## src/rtl/rx_medida_serial_pkg.sv

```systemverilog
// ---------------------------------------------------------------------------
// rx_medida_serial_pkg
// Shared definitions for the measurement-stream receiver:
//   - default bit timing (50 MHz clock, 115200 baud)
//   - ASCII codes used by the frame format ("ddd#")
//   - frame-FSM state codes (also shown on db_estado)
//   - character-FSM state encodings
//   - helper that recognises an ASCII decimal digit
// ---------------------------------------------------------------------------
package rx_medida_serial_pkg;

    localparam int BIT_CLOCKS_PADRAO = 434;
    localparam int HALF_BIT_PADRAO   = 217;

    localparam logic [6:0] ASCII_HASH = 7'h23;
    localparam logic [6:0] ASCII_ZERO = 7'h30;

    typedef enum logic [3:0] {
        ESPERA_D2   = 4'h0,
        ESPERA_D1   = 4'h1,
        ESPERA_D0   = 4'h2,
        ESPERA_HASH = 4'h3,
        PUBLICA     = 4'h4
    } estado_quadro_t;

    typedef enum logic [2:0] {
        INICIAL = 3'd0,
        PREPARA = 3'd1,
        RECEBE  = 3'd2,
        STOP    = 3'd3,
        ENTREGA = 3'd4
    } estado_char_t;

    // A digit is 0x30..0x39: upper three bits 011 and a low nibble of 0..9,
    // so the low nibble is directly the BCD value.
    function automatic logic eh_digito(input logic [6:0] c);
        return (c[6:4] == ASCII_ZERO[6:4]) && (c[3:0] <= 4'd9);
    endfunction

endpackage

```

## src/rtl/rx_medida_serial_rx.sv

```systemverilog
// ---------------------------------------------------------------------------
// rx_serial_7O1
// Asynchronous character receiver, 7 data bits LSB first, odd parity,
// one stop bit.
// Ports:
//   clock          in   system clock, rising edge
//   reset          in   synchronous, active-high
//   entrada_serial in   raw RX line, idle high
//   dado           out  [6:0] last received character
//   dado_valido    out  1-cycle strobe: character with good parity and stop
//   erro           out  1-cycle strobe: parity error or stop bit = 0
// ---------------------------------------------------------------------------
module rx_serial_7O1
    import rx_medida_serial_pkg::*;
#(
    parameter int BIT_CLOCKS = BIT_CLOCKS_PADRAO,
    parameter int HALF_BIT   = HALF_BIT_PADRAO
) (
    input  logic       clock,
    input  logic       reset,
    input  logic       entrada_serial,
    output logic [6:0] dado,
    output logic       dado_valido,
    output logic       erro
);

    localparam int CW = $clog2(BIT_CLOCKS);
    localparam logic [CW-1:0] FIM_MEIO_BIT = CW'(HALF_BIT - 1);
    localparam logic [CW-1:0] FIM_BIT      = CW'(BIT_CLOCKS - 1);

    logic            sync1;
    logic            sync2;
    logic            anterior;
    logic [1:0]      enchimento;
    estado_char_t    estado;
    estado_char_t    proximo;
    logic [CW-1:0]   conta_baud;
    logic [2:0]      conta_bit;
    logic [7:0]      registro;
    logic            stop_bit;
    logic            borda_descida;
    logic            quadro_ok;
    logic            zera_contadores;
    logic            reinicia_baud;
    logic            amostra_dado;
    logic            amostra_stop;

    // Two-flop synchronizer. Its reset value of 1 is not a real observation
    // of the line, so 'enchimento' tracks when sync2 holds a genuine sample
    // and 'anterior' only remembers a high level that was really seen. This
    // keeps a line that is low when reset releases from looking like a start.
    always_ff @(posedge clock) begin
        if (reset) begin
            sync1      <= 1'b1;
            sync2      <= 1'b1;
            enchimento <= 2'd0;
            anterior   <= 1'b0;
        end else begin
            sync1      <= entrada_serial;
            sync2      <= sync1;
            enchimento <= (enchimento == 2'd2) ? 2'd2 : enchimento + 2'd1;
            anterior   <= sync2 & (enchimento == 2'd2);
        end
    end

    assign borda_descida = anterior & ~sync2;

    // Character FSM state register.
    always_ff @(posedge clock) begin
        if (reset) begin
            estado <= INICIAL;
        end else begin
            estado <= proximo;
        end
    end

    // Next-state and control decode. The start bit is verified at its centre
    // and from there every sample is one full bit period later, so the data,
    // parity and stop bits are all taken near their centres.
    always_comb begin
        proximo         = estado;
        zera_contadores = 1'b0;
        reinicia_baud   = 1'b0;
        amostra_dado    = 1'b0;
        amostra_stop    = 1'b0;
        dado_valido     = 1'b0;
        erro            = 1'b0;
        case (estado)
            INICIAL: begin
                if (borda_descida) begin
                    zera_contadores = 1'b1;
                    proximo         = PREPARA;
                end
            end
            PREPARA: begin
                if (conta_baud == FIM_MEIO_BIT) begin
                    reinicia_baud = 1'b1;
                    proximo       = sync2 ? INICIAL : RECEBE;
                end
            end
            RECEBE: begin
                if (conta_baud == FIM_BIT) begin
                    reinicia_baud = 1'b1;
                    amostra_dado  = 1'b1;
                    if (conta_bit == 3'd7) begin
                        proximo = STOP;
                    end
                end
            end
            STOP: begin
                if (conta_baud == FIM_BIT) begin
                    amostra_stop = 1'b1;
                    proximo      = ENTREGA;
                end
            end
            ENTREGA: begin
                dado_valido = quadro_ok;
                erro        = ~quadro_ok;
                proximo     = INICIAL;
            end
            default: begin
                proximo = INICIAL;
            end
        endcase
    end

    // Baud and bit counters, both cleared when a start edge is accepted.
    always_ff @(posedge clock) begin
        if (reset || zera_contadores) begin
            conta_baud <= '0;
            conta_bit  <= 3'd0;
        end else begin
            conta_baud <= reinicia_baud ? '0 : conta_baud + CW'(1);
            if (amostra_dado) begin
                conta_bit <= conta_bit + 3'd1;
            end
        end
    end

    // Shift register fills from the top so that after eight samples bit 0
    // holds the first (least significant) data bit and bit 7 the parity.
    always_ff @(posedge clock) begin
        if (reset) begin
            registro <= 8'd0;
            stop_bit <= 1'b0;
        end else begin
            if (amostra_dado) begin
                registro <= {sync2, registro[7:1]};
            end
            if (amostra_stop) begin
                stop_bit <= sync2;
            end
        end
    end

    assign quadro_ok = (^registro) & stop_bit;
    assign dado      = registro[6:0];

endmodule

```

## src/rtl/rx_medida_serial.sv

```systemverilog
// ---------------------------------------------------------------------------
// rx_medida_serial
// Receives "ddd#" frames from the trena transmitter and publishes the three
// ASCII digits as a 12-bit BCD measurement.
// Ports:
//   clock          in   system clock, rising edge
//   reset          in   synchronous, active-high
//   entrada_serial in   raw RX line, idle high
//   medida         out  [11:0] last valid frame {d2,d1,d0}
//   pronto         out  1-cycle pulse when medida updates
//   erro_recepcao  out  1-cycle pulse on parity or stop-bit error
//   erro_formato   out  1-cycle pulse on a character out of place
//   db_estado      out  [3:0] frame-FSM state code
// ---------------------------------------------------------------------------
module rx_medida_serial
    import rx_medida_serial_pkg::*;
#(
    parameter int BIT_CLOCKS = BIT_CLOCKS_PADRAO,
    parameter int HALF_BIT   = HALF_BIT_PADRAO
) (
    input  logic        clock,
    input  logic        reset,
    input  logic        entrada_serial,
    output logic [11:0] medida,
    output logic        pronto,
    output logic        erro_recepcao,
    output logic        erro_formato,
    output logic [3:0]  db_estado
);

    logic [6:0]     dado;
    logic           dado_valido;
    logic           erro_char;
    estado_quadro_t estado;
    estado_quadro_t proximo;
    logic [3:0]     d2;
    logic [3:0]     d1;
    logic [3:0]     d0;
    logic           carrega_d2;
    logic           carrega_d1;
    logic           carrega_d0;
    logic           publica;

    rx_serial_7O1 #(
        .BIT_CLOCKS (BIT_CLOCKS),
        .HALF_BIT   (HALF_BIT)
    ) u_rx (
        .clock          (clock),
        .reset          (reset),
        .entrada_serial (entrada_serial),
        .dado           (dado),
        .dado_valido    (dado_valido),
        .erro           (erro_char)
    );

    // Frame FSM state register.
    always_ff @(posedge clock) begin
        if (reset) begin
            estado <= ESPERA_D2;
        end else begin
            estado <= proximo;
        end
    end

    // Frame decode. A '#' while waiting for the first digit is treated as
    // the tail of an earlier frame and dropped quietly so the receiver can
    // resynchronise. A corrupted character always restarts the frame.
    always_comb begin
        proximo      = estado;
        pronto       = 1'b0;
        erro_formato = 1'b0;
        carrega_d2   = 1'b0;
        carrega_d1   = 1'b0;
        carrega_d0   = 1'b0;
        publica      = 1'b0;
        case (estado)
            ESPERA_D2: begin
                if (dado_valido) begin
                    if (eh_digito(dado)) begin
                        carrega_d2 = 1'b1;
                        proximo    = ESPERA_D1;
                    end else if (dado != ASCII_HASH) begin
                        erro_formato = 1'b1;
                    end
                end
            end
            ESPERA_D1: begin
                if (dado_valido) begin
                    if (eh_digito(dado)) begin
                        carrega_d1 = 1'b1;
                        proximo    = ESPERA_D0;
                    end else begin
                        erro_formato = 1'b1;
                        proximo      = ESPERA_D2;
                    end
                end
            end
            ESPERA_D0: begin
                if (dado_valido) begin
                    if (eh_digito(dado)) begin
                        carrega_d0 = 1'b1;
                        proximo    = ESPERA_HASH;
                    end else begin
                        erro_formato = 1'b1;
                        proximo      = ESPERA_D2;
                    end
                end
            end
            ESPERA_HASH: begin
                if (dado_valido) begin
                    if (dado == ASCII_HASH) begin
                        publica = 1'b1;
                        proximo = PUBLICA;
                    end else begin
                        erro_formato = 1'b1;
                        proximo      = ESPERA_D2;
                    end
                end
            end
            PUBLICA: begin
                pronto  = 1'b1;
                proximo = ESPERA_D2;
            end
            default: begin
                proximo = ESPERA_D2;
            end
        endcase
        if (erro_char) begin
            proximo = ESPERA_D2;
        end
    end

    // Digit registers and the published measurement. medida is loaded on
    // the same edge that enters PUBLICA, so it is already valid during the
    // cycle in which pronto is high.
    always_ff @(posedge clock) begin
        if (reset) begin
            d2     <= 4'h0;
            d1     <= 4'h0;
            d0     <= 4'h0;
            medida <= 12'h000;
        end else begin
            if (carrega_d2) begin
                d2 <= dado[3:0];
            end
            if (carrega_d1) begin
                d1 <= dado[3:0];
            end
            if (carrega_d0) begin
                d0 <= dado[3:0];
            end
            if (publica) begin
                medida <= {d2, d1, d0};
            end
        end
    end

    assign erro_recepcao = erro_char;
    assign db_estado     = estado;

endmodule

```

## config.mk

```make
export PLATFORM = sky130hd
export DESIGN_NAME = rx_medida_serial
export DESIGN_NICKNAME = d
export VERILOG_FILES = /design/src/rtl/rx_medida_serial_pkg.sv /design/src/rtl/rx_medida_serial_rx.sv /design/src/rtl/rx_medida_serial.sv
export SDC_FILE = /design/constraint.sdc
export NUM_CORES = 1
export LEC_CHECK = 0
export ABC_AREA = 1
export BUFFER_PORTS_ARGS = -buffer_cell sky130_fd_sc_hd__buf_2
export CORE_MARGIN = 4
export CORE_UTILIZATION = 59
export DETAILED_ROUTE_END_ITERATION = 10
export MAX_ROUTING_LAYER = met4
export PLACE_DENSITY_LB_ADDON = 0.15
export SLEW_MARGIN = 25
export SYNTH_ARGS = -nofsm -noshare
export SYNTH_HDL_FRONTEND = slang
export SYNTH_SLANG_ARGS = --single-unit
```

## constraint.sdc

```tcl
create_clock -name clock -period 2.06 [get_ports clock]
set_input_delay 0.309 -clock clock [delete_from_list [all_inputs] [get_ports clock]]
set_output_delay 0.309 -clock clock [all_outputs]
set_load 0.01 [all_outputs]
```

### After elaboration in Yosys (flattened, before gate mapping)

Index checks and enable logic that the tools add are counted.

* add/subtract/negate cells: 3
* order comparisons: 1
* eq/ne operators: 25
* multiplexer cells: 43
* bitwise logic cells: 5
* reduce and logical (&&, ||, !) cells: 11

Operator list (count)
* $mux W1: 24
* $mux W4: 5
* $mux W3: 6
* $pmux W4 S4: 1
* $pmux W3 S4: 1
* $ne A2 B1 Y1 const B: 5
* $ne A2 B2 Y1 const B: 5
* $reduce_and A5 Y1: 2
* $add A9 B1 Y9 const B: 1
* $eq A3 B2 Y1 const B: 3
* $eq A9 B8 Y1 const B: 1
* $eq A9 B9 Y1 const B: 1
* $eq A4 B2 Y1 const B: 2
* $mux W2: 4
* $reduce_or A2 Y1: 4
* $reduce_xor A8 Y1: 1
* $eq A7 B6 Y1 const B: 1
* $ne A7 B6 Y1 const B: 1
* $eq A3 B3 Y1 const B: 2
* $eq A4 B1 Y1 const B: 1
* $eq A4 B3 Y1 const B: 1
* $le A4 B4 Y1 const B: 1
* $logic_not A4 Y1: 1
* $add A3 B1 Y3 const B: 1
* other kinds (10): 13

* flip-flop bits (word level): 57
* bits of input ports: 3
* output and inout port bits: 19
* word-level logic and storage cells: 103

### Depth between registers and ports, before layout

* word-level depth: 6
* depth in mapped cells: 14
* gate-level depth less buffers: 13

### Hierarchy

From an unflattened synthesis, not the netlist that was laid out.

* cells, all modules: 387
* area total of the unflattened synthesis: 2695.1 sq um

By module, submodules not included
* rx_serial_7O1: times used 1, cells each 194, area each 1432.6 sq um, sequential area each 580.6 sq um
* rx_medida_serial: times used 1, cells each 193, area each 1262.5 sq um, sequential area each 540.5 sq um

### Least setup slack after synthesis

No wires, ideal clock.

* kind: reg-to-output
* start point: register u_rx.registro[0]
* end point: output erro_formato
* arrival time: 1.565 ns
* data required time: 1.751 ns
* path slack: 0.186 ns
* stages on the path, launching flop included: 11
* path buffers: 1
* path through: dfxtp_1 inv_1 ha_1 o21ai_0 nand2_1 nand2_1 inv_1 clkbuf_1 o21ai_0 o21ai_0 nor3_1

* longest elaborated chain between the ends: 5
* elaborated cells on any way between the ends: 15
* classes of those cells: order compare (1); eq/ne (2); mux (9); bitwise (1); reduce/logical (2)

Ends and longest elaborated chain
* start, declared: RTL line rx_medida_serial_rx.sv:39 `logic [7:0] registro;`
* start signal, assigned: RTL line rx_medida_serial_rx.sv:148 `registro <= {sync2, registro[7:1]};`
* $le A4 B4 Y1 (tied with other cells): RTL line rx_medida_serial_pkg.sv:37 `return (c[6:4] == ASCII_ZERO[6:4]) && (c[3:0] <= 4'd9);`
* $logic_and A1 B1 Y1 (tied with other cells): RTL line rx_medida_serial_pkg.sv:37
* $mux W1, on equally long branches
* $mux W1, on equally long branches: RTL line rx_medida_serial.sv:88, rx_medida_serial.sv:78, rx_medida_serial.sv:110
* $pmux W1 S3 (*): RTL line rx_medida_serial.sv:76 `case (estado)`
* end, declared: RTL line rx_medida_serial.sv:27 `output logic erro_formato,`

Mark *: on every way between the ends. The rest lies on a longest branch, timed or not.

### Worst setup path after layout

* start point: register u_rx.registro[4]
* end point: output erro_formato

* longest elaborated chain between the ends: 5
* elaborated cells on any way between the ends: 15
* classes of those cells: eq/ne (3); mux (9); bitwise (1); reduce/logical (2)

Ends and longest elaborated chain
* $ne A7 B6 Y1 (tied with other cells): RTL line rx_medida_serial.sv:82 `end else if (dado != ASCII_HASH) begin`
* $mux W1 (tied with other cells): RTL line rx_medida_serial.sv:82
* $mux W1, on equally long branches
* $mux W1, on equally long branches: RTL line rx_medida_serial.sv:78, rx_medida_serial.sv:88, rx_medida_serial.sv:110
* $pmux W1 S3 (*): RTL line rx_medida_serial.sv:76

Marked as above.

==> impl_metrics.csv <==
group,metric,value,unit
outcome,status,"finished with violations",
outcome,violations,"setup timing",
logic_synthesis,synthesis.nets,389,
setup_path,reg2regPathDepth,14,
sta,finalCritPeriodShare,1.04,
detailed_routing,drc_errors,0,
setup_path,required,1.75,ns
setup_path,cp-endpoint,"erro_formato",
cells_and_area,multiInputGateArea,0.00148,sq mm
logic_synthesis,ys_ff_latch,56,
placement,post-place-ws,0.0295,ns
detailed_routing,drt_iter0_drc,158,
detailed_routing,first_pass_iters,4,
run,cap_violations,0,
sta,timing.final.hold_violations,0,
clock_network,cts_buffer_depth,2,
sta,clock.fmax,467,MHz
logic_synthesis,synth_common_cells,"nor2_1 (80), nand2_1 (67), dfxtp_1 (56)",
detailed_routing,totalWireLength,5.55,mm
detailed_routing,post_drt_wl_per_cell,11.9,um
setup_path,worst-path-max-fanout,3,
setup_path,cp_common_cell,"nand2_2",
logic_synthesis,yosys.area.top_type,"dfxtp_1",
setup_path,slowest_delay,0.34,ns
power,ir_drop,0.560,mV
setup_path,rrSetupSlack,0.08,ns
logic_synthesis,synthArstFlopShare,0,
setup_path,crit_cells,11,
logic_synthesis,ys.warnings.count,0,
cells_and_area,fill_cells,323,
logic_synthesis,syn_area,0.00269,sq mm
logic_synthesis,synth.most_common_cell,"nor2_1",
sta,skew,0.00682,ns
global_routing,grt_pass1_wl,9.00,mm
setup_path,startpoint_type,"flip-flop",
setup_path,endpoint_kind,"output pin",
setup_path,cp-startpoint,"u_rx.registro[4]",
cells_and_area,area_delta_synth_final,21.3,%
logic_synthesis,netlist.area_leader.share,0.416,
power,p_total,1810,uW
setup_path,critPathBufInv,3,
sta,setup_slack,-0.0816,ns
floorplan,placementRows,24,
logic_synthesis,synthTopCellsByArea,"dfxtp_1 (42%), nor2_1 (11%), nand2_1 (9.3%)",
placement,portBuffers,20,
setup_path,slowest_stage,"dfxtp_2",
clock_network,cts-root-buf,"clkbuf_8",
floorplan,fp.coreArea,0.00438,sq mm
clock_network,cts_tree,"yes",
cells_and_area,drive_above_1_share,0.251,
detailed_routing,ant_nets,0,
setup_path,worst-endpoint-arrival,1.83,ns
cells_and_area,seq_area,0.00113,sq mm
placement,gp_congestion,0.899,
clock_network,cts_buffers,5,
floorplan,die_width,75.6,um
sta,fin_crit,2.14,ns
logic_synthesis,synth-seq-area-share,0.416,
cells_and_area,n_antenna_cell,0,
floorplan,fp.dieArea,0.00571,sq mm
min_path,hp-class,"primary input to flip-flop",
logic_synthesis,syn-instance-count,372,
cells_and_area,final_util,0.745,
clock_network,clk_pin_slew_worst_paths,0.09,ns
sta,finalSetupViolations,2,
setup_path,worst_r2r_endpoint,"d1[3]",
clock_network,hold_buffers,0,
logic_synthesis,synth-main-ff-cell,"dfxtp_1",
clock_network,clock_latency,0.31,ns
power,p_leak,0.00159,uW
global_routing,first_global_vias,2096,
sta,drv_slew,0,
global_routing,grt_usage,0.209,
clock_network,cts_sinks,56,
sta,rsz0062_at_grt,"true",
logic_synthesis,synth_cell_types,33,
logic_synthesis,synth_area_per_cell,7.24,sq um
sta,fin_setup_tns,-0.122,ns
floorplan,pin_count,22,
power,powerDensity,556,mW/mm^2
logic_synthesis,synth_edf_count,0,
detailed_routing,viasPerCell,5.09,
floorplan,initial_core_util,0.614,
cells_and_area,final_nets,431,
setup_path,critPathKind,"flip-flop to output pin",
placement,hpwl,3.60,mm
clock_network,cts_max_level,2,
global_routing,grt_overflow,0,
setup_path,r2r-start,"u_rx.registro[4]",
global_routing,grt_max_degree,34,
global_routing,antenna_found_initial,0,
detailed_routing,vias,2379,
floorplan,die_h,75.6,um
setup_path,crit_path_cell_trace,"inv_2, ha_4, inv_4, nand2_4, nand3_4, nand2_2, nand2_2, nand2_2, nand3_2, nor3_2, buf_2",
setup_path,crit_family,"simple AND/OR/NAND/NOR gates",
## logic make-up after synthesis
family / count (synthesis) / share of synthesized area
fa+ha+maj: 14 / 0.0651
compound gates: 38 / 0.0753
buf+inv: 61 / 0.0920
other cells: 1 / 0.00139
xor+xnor: 7 / 0.0228
simple gates: 195 / 0.327
flops: 56 / 0.416
## worst reg2reg max path, delay by kind of cell (launching register included)
family	cells	cell delay [ns]
DFF	1	0.34
and+or+nand+nor	9	0.78
adders and majority gates	1	0.29
buffers and inverters	4	0.48
## report_power, final
part | internal [uW] | switching [uW] | total (uW)
sequential | 1100 | 16.4 | 1120
combinational | 32.0 | 57.7 | 89.7
clock | 275 | 334 | 609
## routing by layer
metal / wire [um] / GRT usage / up-vias / part of all wire
li1: - / - / 1256 / -
met1: 2480 / 0.241 / 1071 / 0.45
met2: 2750 / 0.355 / 39 / 0.50
met3: 202 / 0.0488 / 13 / 0.036
met4: 112 / 0.0738 / 0 / 0.020
met5: 0 / - / - / 0
## final cells by class
| type | instances | area share |
|---|---|---|
| Multi-Input combinational cell | 255 | 0.452 |
| Sequential cell | 56 | 0.346 |
| Timing Repair Buffer | 44 | 0.0919 |
| Inverter | 52 | 0.0620 |
| Clock buffer | 8 | 0.0276 |
| Tap cell | 52 | 0.0199 |
## worst min-delay path by stage
stage | from | end | slack (ns) | cells after the start
global placement | u_rx.sync1 | u_rx.sync2 | 0.39 | 1
floorplan | u_rx.sync1 | u_rx.sync2 | 0.39 | 1
finish | entrada_serial | u_rx.sync1 | 0.19 | 2
detailed placement | u_rx.sync1 | u_rx.sync2 | 0.40 | 1
global route | entrada_serial | u_rx.sync1 | 0.20 | 2
CTS | entrada_serial | u_rx.sync1 | 0.19 | 2
## flip-flops by register name (all words and copies together) (netlist names)
| register | cells |
|---|---|
| db_estado | 3 |
| u_rx.sync2 | 1 |
| u_rx.estado | 3 |
| u_rx.enchimento | 2 |
| d0 | 4 |
| u_rx.anterior | 1 |
| medida | 12 |
| u_rx.sync1 | 1 |
| u_rx.registro | 8 |
| u_rx.conta_baud | 9 |
| u_rx.stop_bit | 1 |
| d1 | 4 |
| u_rx.conta_bit | 3 |
| d2 | 4 |
## per-stage QoR
step	hold slack (ns)	area, sq um	cells
detailed placement	0.397	2860	442
global placement	0.394	2860	442
global route	0.198	3270	467
floorplan	0.389	2690	372
CTS	0.186	3180	464
finish	0.193	3270	467
## cells in the final DEF, fill, tap and decap left out, drive strengths merged, types with 2 or more instances in the layout
cell type and instances:
clkbuf 8, xor2 5, a21oi 15, buf 44
nor3 8, nor3b 2, nand2 69, o21ai 20
xnor2 2, dfxtp 56, nand4 15, nand3 15
ha 14, inv 52, or2 3, nor2 82
## repair_timing
action / in CTS / in global routing
gates cloned: 0 / 0
buffers inserted: 14 / 3
resized for setup: 37 / 13
pin swaps: 11 / 10
setup endpoints to repair: 2 / 11
No activity file was read; power rests on OpenSTA's default activity.
